[src/rtl/sbus_block_allocator_pkg.sv]
// Shared definitions for the block allocator: bus op encoding, register map,
// STATUS bit positions and the ID constant.
package sbus_block_allocator_pkg;

    typedef enum logic {
        bus_rd = 1'b0,
        bus_wr = 1'b1
    } bus_op_t;

    // Register map (byte addresses)
    localparam logic [15:0] ALLOC_ADDR    = 16'h0000;
    localparam logic [15:0] FREE_ADDR     = 16'h0002;
    localparam logic [15:0] FREE_CNT_ADDR = 16'h0004;
    localparam logic [15:0] STATUS_ADDR   = 16'h0006;
    localparam logic [15:0] ALLOC_MAP_ADDR = 16'h0008;
    localparam logic [15:0] ID_ADDR       = 16'h000A;

    // STATUS bit positions
    localparam int ST_EMPTY     = 0;
    localparam int ST_ALL_FREE  = 1;
    localparam int ST_ERR_DFREE = 2;
    localparam int ST_ERR_RANGE = 3;
    localparam int ST_ERR_EMPTY = 4;

    localparam logic [15:0] ID_VALUE = 16'hA10C;

endpackage

[src/rtl/sbus_block_allocator_blk_free_fifo.sv]
// Free-list FIFO. Comes out of reset full, holding 0..DEPTH-1 in order, so the
// first pops hand out indices in ascending order. Pointers wrap modulo DEPTH,
// which need not be a power of two.
module blk_free_fifo #(
    parameter int DEPTH = 16,
    parameter int WIDTH = 4,
    localparam int CNT_W = $clog2(DEPTH + 1)
) (
    input  logic             clk,
    input  logic             reset_n,
    input  logic             push,
    input  logic [WIDTH-1:0] push_data,
    input  logic             pop,
    output logic [WIDTH-1:0] pop_data,
    output logic [CNT_W-1:0] count
);

    logic [WIDTH-1:0] mem_q [DEPTH];
    logic [WIDTH-1:0] rd_ptr_q, rd_ptr_d;
    logic [WIDTH-1:0] wr_ptr_q, wr_ptr_d;
    logic [CNT_W-1:0] count_q, count_d;

    // Head entry is presented combinationally so the bus can register it on the popping edge
    assign pop_data = mem_q[rd_ptr_q];
    assign count    = count_q;

    // Next-state for pointers and occupancy, wrapping at DEPTH-1
    always_comb begin
        rd_ptr_d = rd_ptr_q;
        wr_ptr_d = wr_ptr_q;
        count_d  = count_q;
        if (pop) begin
            rd_ptr_d = (rd_ptr_q == WIDTH'(DEPTH - 1)) ? '0 : rd_ptr_q + 1'b1;
        end
        if (push) begin
            wr_ptr_d = (wr_ptr_q == WIDTH'(DEPTH - 1)) ? '0 : wr_ptr_q + 1'b1;
        end
        if (push && !pop) begin
            count_d = count_q + 1'b1;
        end else if (pop && !push) begin
            count_d = count_q - 1'b1;
        end
    end

    // Storage and pointer registers; reset preloads the identity sequence
    always_ff @(posedge clk or negedge reset_n) begin
        if (!reset_n) begin
            for (int i = 0; i < DEPTH; i++) begin
                mem_q[i] <= WIDTH'(i);
            end
            rd_ptr_q <= '0;
            wr_ptr_q <= '0;
            count_q  <= CNT_W'(DEPTH);
        end else begin
            if (push) begin
                mem_q[wr_ptr_q] <= push_data;
            end
            rd_ptr_q <= rd_ptr_d;
            wr_ptr_q <= wr_ptr_d;
            count_q  <= count_d;
        end
    end

endmodule

[src/rtl/sbus_block_allocator.sv]
// Simple-bus slave handing out storage block indices. Reading ALLOC pops the
// free list, writing FREE returns an index. The allocated bitmap rejects
// out-of-range and double frees; errors are sticky in STATUS and drive irq.
module sbus_block_allocator
    import sbus_block_allocator_pkg::*;
#(
    parameter int NUM_BLOCKS = 16
) (
    input  logic        clk,
    input  logic        reset_n,
    input  logic        bus_valid,
    input  logic        bus_op,
    input  logic [15:0] bus_addr,
    input  logic [15:0] bus_wr_data,
    output logic [15:0] bus_rd_data,
    output logic        alloc_empty,
    output logic        irq
);

    localparam int IDX_W = $clog2(NUM_BLOCKS);
    localparam int CNT_W = $clog2(NUM_BLOCKS + 1);

    logic [15:0]           rd_data_q, rd_data_d;
    logic [NUM_BLOCKS-1:0] bitmap_q, bitmap_d;
    logic [ST_ERR_EMPTY:ST_ERR_DFREE] err_q, err_d, err_set, err_clr;

    logic             acc_rd, acc_wr;
    logic             fifo_pop, fifo_push;
    logic [IDX_W-1:0] pop_idx;
    logic [IDX_W-1:0] free_idx;
    logic [CNT_W-1:0] free_cnt;
    logic             free_in_range;
    logic             cnt_zero, cnt_full;
    logic [15:0]      status_val;

    blk_free_fifo #(
        .DEPTH (NUM_BLOCKS),
        .WIDTH (IDX_W)
    ) u_free_fifo (
        .clk       (clk),
        .reset_n   (reset_n),
        .push      (fifo_push),
        .push_data (free_idx),
        .pop       (fifo_pop),
        .pop_data  (pop_idx),
        .count     (free_cnt)
    );

    assign cnt_zero      = (free_cnt == '0);
    assign cnt_full      = (free_cnt == CNT_W'(NUM_BLOCKS));
    assign free_idx      = bus_wr_data[IDX_W-1:0];
    assign free_in_range = (bus_wr_data < 16'(NUM_BLOCKS));

    assign acc_rd = bus_valid && (bus_op_t'(bus_op) == bus_rd);
    assign acc_wr = bus_valid && (bus_op_t'(bus_op) == bus_wr);

    // Both outputs come from registered state only
    assign alloc_empty = cnt_zero;
    assign irq         = |err_q;

    // STATUS read view
    always_comb begin
        status_val                = '0;
        status_val[ST_EMPTY]      = cnt_zero;
        status_val[ST_ALL_FREE]   = cnt_full;
        status_val[ST_ERR_DFREE]  = err_q[ST_ERR_DFREE];
        status_val[ST_ERR_RANGE]  = err_q[ST_ERR_RANGE];
        status_val[ST_ERR_EMPTY]  = err_q[ST_ERR_EMPTY];
    end

    // Address decode, side effects and read-data selection
    always_comb begin
        rd_data_d = rd_data_q;
        bitmap_d  = bitmap_q;
        err_set   = '0;
        err_clr   = '0;
        fifo_pop  = 1'b0;
        fifo_push = 1'b0;

        if (acc_rd) begin
            unique case (bus_addr)
                ALLOC_ADDR: begin
                    if (!cnt_zero) begin
                        fifo_pop          = 1'b1;
                        rd_data_d         = 16'h8000 | 16'(pop_idx);
                        bitmap_d[pop_idx] = 1'b1;
                    end else begin
                        rd_data_d             = 16'h0000;
                        err_set[ST_ERR_EMPTY] = 1'b1;
                    end
                end
                FREE_CNT_ADDR:  rd_data_d = 16'(free_cnt);
                STATUS_ADDR:    rd_data_d = status_val;
                ALLOC_MAP_ADDR: rd_data_d = 16'(bitmap_q);
                ID_ADDR:        rd_data_d = ID_VALUE;
                default:        rd_data_d = 16'h0000;
            endcase
        end

        if (acc_wr) begin
            if (bus_addr == FREE_ADDR) begin
                if (!free_in_range) begin
                    err_set[ST_ERR_RANGE] = 1'b1;
                end else if (!bitmap_q[free_idx]) begin
                    err_set[ST_ERR_DFREE] = 1'b1;
                end else begin
                    fifo_push          = 1'b1;
                    bitmap_d[free_idx] = 1'b0;
                end
            end else if (bus_addr == STATUS_ADDR) begin
                err_clr = bus_wr_data[ST_ERR_EMPTY:ST_ERR_DFREE];
            end
        end

        // A new error wins over a same-cycle clear
        err_d = (err_q & ~err_clr) | err_set;
    end

    // Bus-visible state registers
    always_ff @(posedge clk or negedge reset_n) begin
        if (!reset_n) begin
            rd_data_q <= '0;
            bitmap_q  <= '0;
            err_q     <= '0;
        end else begin
            rd_data_q <= rd_data_d;
            bitmap_q  <= bitmap_d;
            err_q     <= err_d;
        end
    end

    assign bus_rd_data = rd_data_q;

endmodule

[config.mk]
export PLATFORM = sky130hd
export DESIGN_NAME = sbus_block_allocator
export DESIGN_NICKNAME = d
export VERILOG_FILES = /design/src/rtl/sbus_block_allocator_pkg.sv /design/src/rtl/sbus_block_allocator_blk_free_fifo.sv /design/src/rtl/sbus_block_allocator.sv
export SDC_FILE = /design/constraint.sdc
export NUM_CORES = 1
export LEC_CHECK = 0
export CELL_PAD_IN_SITES_DETAIL_PLACEMENT = 1
export CELL_PAD_IN_SITES_GLOBAL_PLACEMENT = 1
export CORE_ASPECT_RATIO = 1.25
export CORE_MARGIN = 8
export CORE_UTILIZATION = 45
export CTS_BUF_LIST = sky130_fd_sc_hd__clkbuf_4 sky130_fd_sc_hd__clkbuf_8
export DETAILED_ROUTE_END_ITERATION = 10
export PLACE_DENSITY = 0.77
export SLEW_MARGIN = 30
export SYNTH_ARGS = -nofsm -noshare
export SYNTH_HDL_FRONTEND = slang
export SYNTH_SLANG_ARGS = --single-unit
export TNS_END_PERCENT = 30
[constraint.sdc]
create_clock -name clk -period 3.5 [get_ports clk]
set_clock_uncertainty 0.05 [all_clocks]
set_input_delay 0.875 -clock clk [delete_from_list [all_inputs] [get_ports clk]]
set_output_delay 0.875 -clock clk [all_outputs]
set_load 0.02 [all_outputs]
==> reports/qor.csv <==
stage;metric;value;unit
floorplanning;io_pins;54;
setup_path;cp_cell_sequence;clkdlybuf4s50_1, or3b_2, nor2_1, and4_4, ha_4, inv_4, buf_4, ha_1, o21a_1, or3_4, a21oi_4, xor2_1;
cts;clockBufferDepth;2;
outcome;status;finished, final reports clean;
sta;layout_min_cycle_time;3.447;ns
grt;antenna_found_initial;0;
yosys;synth_top_flop_cell;dfrtp_1;
setup_path;cp_num_buf_inv;3;
power;p_per_area;296.0;nW/um^2
yosys;synth_top_cell_by_area;dfrtp_1;
cts;cts_tree;yes;
sta;finalHoldViolations;0;
yosys;synth_top_area_share;31.66;%
yosys;synth_nets;538;
cells_and_area;final_common_cell;dfrtp_1;
setup_path;r2r_slack;0.30;ns
setup_path;arrival;3.72;ns
placement;port-buffer-count;53;
setup_path;slowest_delay;0.50;ns
setup_path;cp-end-kind;register;
floorplanning;dieArea;17920;sq um
cts;cts.root.buffer_cell;clkbuf_8;
floorplanning;die_w;121.4;microns
sta;relSlewSlack;48.90;%
sta;fin_crit_sh;98.48;%
cts;htreeDepth;3;
setup_path;cp-start-kind;input pin;
yosys;synth.distinct_cells;58;
yosys;syn-cell-area;6243;sq um
yosys;ys_seq_elements;112;
yosys;synth_cells;491;
min_path;min-delay-path-class;register to register;
routing;wl_per_cell;22.82;microns
grt;track_usage;19.54;%
routing;via_per_inst;5.988;
cells_and_area;multiInputGateArea;3222;sq um
routing;via_count;4443;
setup_path;setup.worst_path.end;u_free_fifo.count[4];
setup_path;critPathKind;input pin to register;
cts;cts_buffers;9;
yosys;async_flop_share;100.0;%
setup_path;rr_endpoint;u_free_fifo.count[4];
power;vdd_drop_max;166.4;uV
grt;grt_max_degree;62;
setup_path;reg2reg_from;bitmap_q[15];
sta;fin_ws;0.05325;ns
sta;fmax;0.2901;GHz
setup_path;path_max_fanout;3;
yosys;yosysWarningCount;0;
setup_path;slowest_stage;clkdlybuf4s50_1;
setup_path;r2r_cells;11;
grt;grt_pass1_wl;27230;microns
cells_and_area;seqCellArea;2844;sq um
setup_path;path_delay_family;simple AND/OR/NAND/NOR gates;
setup_path;cp_num_cells;12;
sta;setup_viol;0;
sta;slew_violations;0;
routing;drt_iter0_markers;279;
cells_and_area;fillers;1401;
cts;clk_latency;0.40;ns
cts;clock_sinks;112;
yosys;ys_seq_area_share;45.55;%
yosys;syn-mean-instance-area;12.72;sq um
sta;worst_pin_slew;0.7452;ns
routing;ant_nets;0;
cells_and_area;area_growth;18.42;%
floorplanning;initial_core_util;45.60;%
floorplanning;core_area;13690;sq um
cts;hold_buffers;0;
routing;drt_drc_violations_left;0;
routing;firstDrtPassIters;6;
cells_and_area;drive_above_1_share;37.39;%
cts;clkSlewWorstSetupHoldPaths;0.10;ns
cells_and_area;finalNetCount;609;
grt;grt_pass1_vias;4816;
floorplanning;row_count;48;
setup_path;crit_required;3.78;ns
placement;hpwl;12380;microns
yosys;synth-edff-count;0;
sta;holdWs;0.4509;ns
power;leakagePower;0.003157;uW
routing;finalWirelength;16930;microns
job;cap_viol_max_count;0;
placement;pre_cts_ws;-0.8618;ns
cells_and_area;antennaDiodeCount;0;
cells_and_area;most-common-layout-cells;79 x dfrtp_1, 50 x clkdlybuf4s50_1, 40 x mux2_4, 34 x buf_4;
yosys;netlist_top_cells_area;dfrtp_1 32%, dfstp_2 14%, mux2_4 9.6%;
placement;place_congestion;0.8867;
floorplanning;die_h;147.7;microns
setup_path;startpoint;bus_addr[1];
grt;grt_overflow;0;
==> registers in the layout, indices dropped and copies added (netlist names) <==
name                  count
u_free_fifo.mem_q        64
bitmap_q                 16
bus_rd_data              16
u_free_fifo.count         5
u_free_fifo.rd_ptr_q      4
u_free_fifo.wr_ptr_q      4
err_q                     3
==> how the worst min path moves through the flow <==
stage	startpoint	end	slack (ns)	cells after the start
floorplan	err_q[3]	err_q[3]	0.41	1
global placement	bus_rd_data[13]	bus_rd_data[13]	0.42	2
detailed placement	bus_rd_data[8]	bus_rd_data[8]	0.44	2
CTS	bus_rd_data[8]	bus_rd_data[8]	0.46	2
global route	u_free_fifo.mem_q[61]	u_free_fifo.mem_q[61]	0.48	1
finish	bus_rd_data[8]	bus_rd_data[8]	0.45	2
==> through the flow <==
stage                     setup TNS [ns]  power, uW  utilization (%)  cells  area, sq um
final                                  0       2188            53.99    742         7393
after global routing           -0.003118       2261            53.99    742         7393
after CTS                              0       2203            53.43    735         7316
after detailed placement          -21.55       1456            51.81    716         7094
after global placement            -17.81       1450            51.81    716         7094
after floorplan                  -0.3133       1363                -    491         6280
==> logic make-up (layout without fill, tap and decap cells) <==
family          Yosys count  in the layout  synth area share, %
compound gates           81             81                9.580
simple gates            120            120                12.30
xor+xnor                  6              6               0.8417
mux                     106            106                25.45
buf+inv                  55            131                3.948
flops                   112            112                45.55
fa+ha+maj                11             11                2.325
==> area by class of cell <==
| cell class | count | area share (%) |
|---|---|---|
| clock buffers | 13 | 2.082 |
| clock inverters | 3 | 0.2708 |
| inverters | 25 | 1.303 |
| multi-input cells | 324 | 43.58 |
| flip-flops and latches | 112 | 38.47 |
| well taps | 175 | 2.962 |
| repair buffers | 90 | 11.34 |
==> cells in the mapped netlist, types with 2 or more instances <==
library cell  count
o2111ai_1        16
mux4_2           19
nand3_1          13
buf_6             2
dfstp_2          33
nor4_1           14
ha_1             10
dfrtp_1          79
o31ai_1           3
o21ai_0          14
a31oi_1           2
buf_2             4
nand2b_1          9
xnor2_1           4
mux2_2           33
a2bb2oi_1         8
nor3_1            9
and4_1            2
clkbuf_1         21
mux2_4           40
nand3b_1          2
nor2_1           12
a21oi_1          14
xor2_1            2
nor2b_1           4
nand3_4          10
a32o_1            2
nand2_1          26
mux2i_1          11
a222oi_1          3
mux4_1            3
inv_1            25
or3_1             3
nor3b_1           3
a22o_1            8
o2bb2ai_1         2
and3_1            5
==> worst reg2reg max path: stages, from the launching register on <==
cell     delay (ns)
dfrtp_1        0.44
mux4_2         0.51
mux4_2         0.54
and4_4         0.19
ha_4           0.17
inv_4          0.06
ha_4           0.19
nor2b_4        0.12
o21a_1         0.19
or3_4          0.38
a21oi_4        0.14
xor2_1         0.15
==> power breakdown <==
group          total, uW  internal, uW  switching, uW  leakage (uW)
Sequential          1300          1300        0.00828       0.00133
Combinational        142          63.1           79.1       0.00173
Clock                751           295            456     0.0000960
Total               2190          1650            535       0.00316
==> per-layer routing <==
| metal | vias up | GRT usage [%] | share of wire (%) |
|---|---|---|---|
| met4 | 0 | 7.545 | 3.1 |
| met1 | 2330 | 23.04 | 39 |
| met5 | - | 0 | 0 |
| met3 | 37 | 3.664 | 3.6 |
| li1 | 1982 | - | - |
| met2 | 94 | 34.15 | 55 |
==> repair_timing <==
| item | CTS | global route |
|---|---|---|
| resized for setup | 12 | 7 |
| setup endpoints to repair | 3 | 1 |
| endpoints found under the hold margin | 0 | 0 |
| buffers inserted | 3 | 7 |
| pin swaps | 7 | 8 |
Power figures use the tool's default switching activity.
==> patch, RTL diff (same flow settings) <==
Change the parameter `NUM_BLOCKS` from 16 to 32.
--- a/src/rtl/sbus_block_allocator.sv
+++ b/src/rtl/sbus_block_allocator.sv
@@ -6,3 +6,3 @@
 #(
-    parameter int NUM_BLOCKS = 16
+    parameter int NUM_BLOCKS = 32
 ) (
Check against the original RTL: not equivalent (a bounded check fails within 4 cycles, from zero or initial values and one cycle with reset_n low).
==> patch against the original RTL <==
  * Power rose by 140%
  * Wire length rose by 95%
  * Sequential cell count rose by 115
  * Area after synthesis rose by 89%
  * Worst setup slack improved by 5.2 ps
  * Register-to-register slack got worse by 40 ps
  * Die area rose by 77%
  * Final area rose by 90%
  * Combinational power rose by 58%
  * Synthesized cell count rose by 99%
  * Critical path type unchanged
  * Critical endpoint is now u_free_fifo.count[5]
  * Highest routed layer unchanged
==> patch: results (changes against the original RTL) <==
| Metric | Value |
|---|---|
| Routed len/inst | `22.6 um (-0.87%)` |
| Worst vdd ir | `302 uV (+82%)` |
| Antenna violations before repair | `0 (unchanged)` |
| Maximum clock insertion buffer count | `3 (+1)` |
| Average via count per standard cell | `5.93 (-0.99%)` |
| Yosys warning count | `0 (unchanged)` |
| H-tree levels | `2 (-1)` |
| Area after DPL | `0.0132 mm2 (+86%)` |
| Post-Syn Nets | `1,024 (+90%)` |
| CTS Root Cell | `clkbuf_8` |
| Layout filler cell count | `2,705 (+93%)` |
| Clk_lat worst skew | `560 ps (+160 ps)` |
| Worst-path clk slew | `70 ps (-30 ps)` |
| Commonest cells in the netlist | `174 x mux2_2, 146 x dfrtp_1, 81 x dfstp_2, 78 x nand2_1, 54 x nor2_1` |
| DR iter-0 viols | `499 (+79%)` |
| N_diodes | `0 (unchanged)` |
| Class of the worst hold path | `in -> async` |
| Static leakage | `5.89 nW (+87%)` |
| Layout cells sized above 1 | `44.0% (+6.6 points)` |
| Max reg flops | `160 (+150%)` |
| Top cells by area, synth | `dfrtp_1 31%, dfstp_2 18%, mux2_2 17%, mux4_2 6.9%, nand2_1 2.5%` |
| IO Port Bufs | `53 (unchanged)` |
| First-pass GRT wire length | `53,700 um (+97%)` |
| Synth async-reset ratio | `100% (unchanged)` |
| Netlist cell types | `72 (+24%)` |
| Largest net degree at the start of global routing | `84 (+35%)` |
| Largest Register | `u_free_fifo.mem_q` |
| Vias in the first global route | `9,623 (+100%)` |
| Status | `finished clean` |
| Worst-path maximum fanout | `8 (+5)` |
| Layout Nets | `1,139 (+87%)` |
| Register area share after synthesis | `49.0% (+3.5 points)` |
| Hpwl dp | `23,200 um (+88%)` |
| RD Place Congestion | `0.833 (-6.1%)` |
| Slew headroom | `47.2% (-1.7 points)` |
| Gr usage total | `21.1% (+1.6 points)` |
| DR pass1 iterations | `6 (unchanged)` |
| TritonCTS Buffers | `38 (+29)` |
[patch: changes by cell type in the layout (fill, tap and decap cells not counted), sizes merged, moves of 24 or more]
cell	unedited run	this run
a211oi	0	24
buf	39	95
clkbuf	13	66
dfrtp	79	146
dfstp	33	81
mux2	73	176
nand2	27	78
nor2	12	57
o22ai	0	27
[patch: timing repair]
item / 4_1_cts / 5_1_grt
pin swaps: 2 / 8
cloned: 0 / 1
hold buffers: 0 / 0
setup endpoints to repair: 4 / 4
gates resized for setup: 5 / 5
setup buffers: 0 / 2
[patch: path summary, 6_finish.rpt]
check,start,end,cells after the start,slack (ps)
max in group asynchronous,reset_n,u_free_fifo.mem_q[0],2,2110
min in group clk,bus_rd_data[15],bus_rd_data[15],2,430
hold reg to reg,bus_rd_data[15],bus_rd_data[15],2,430
setup / recovery,bus_wr_data[1],u_free_fifo.count[5],17,60
setup reg to reg,bitmap_q[27],u_free_fifo.count[5],15,260
hold / removal,reset_n,u_free_fifo.mem_q[84],1,260
[patch: critical path, cell delays in order]
cell and delay, ps:
buf_4 170, buf_4 150, mux4_2 500, a22oi_2 220
o41ai_4 120, nor2_1 140, buf_4 160, nor4b_4 50
ha_2 210, inv_4 80, ha_4 190, a21o_1 160
a21oi_2 170, o21bai_1 100, a21oi_1 170, mux2i_1 240
xnor2_1 150
[patch: cells by family (layout without fill, tap and decap cells)]
logic type / Yosys count / in the layout / share of synthesized area [%]
flip-flops: 227 / 227 / 49.0
multiplexers: 225 / 225 / 24.8
AND/OR/NAND/NOR: 225 / 225 / 9.63
AO/OA/AOI/OAI: 177 / 177 / 10.6
buffers and inverters: 103 / 247 / 4.11
adder cells (fa/ha/maj): 13 / 13 / 1.44
XOR/XNOR: 5 / 5 / 0.371
[patch: layer usage]
layer	GRT usage, %	vias to the layer above	wire length [um]
met1	24.4	4487	13000
li1	-	3835	-
met5	0	-	0
met3	3.99	101	1530
met2	37.8	227	17100
met4	9.17	0	1350
[patch: final cells by class]
cell class | count | area [um2] | share of cell area, %
flip-flops and latches | 227 | 5780 | 41.2
multi-input cells | 645 | 5620 | 40.0
repair buffers | 146 | 1290 | 9.21
clock buffers | 65 | 788 | 5.61
well taps | 340 | 425 | 3.03
inverters | 32 | 123 | 0.872
clock inverters | 4 | 22.5 | 0.160
[patch: per-stage QoR]
step	instances	utilization [%]	setup TNS, ps	setup slack [ps]
after floorplan	975	-	-347	-244
after global placement	1387	50.8	-23860	-635
after detailed placement	1387	50.8	-27730	-732
after CTS	1456	54.0	-106	-63.5
after global routing	1459	54.2	-41.2	-38.6
final	1459	54.2	0	58.5
[patch: power by group]
part | internal, mW | switching, mW
combinational | 0.0816 | 0.144
clock | 1.41 | 1.09
sequential | 2.63 | 0.0000114
total | 4.12 | 1.23
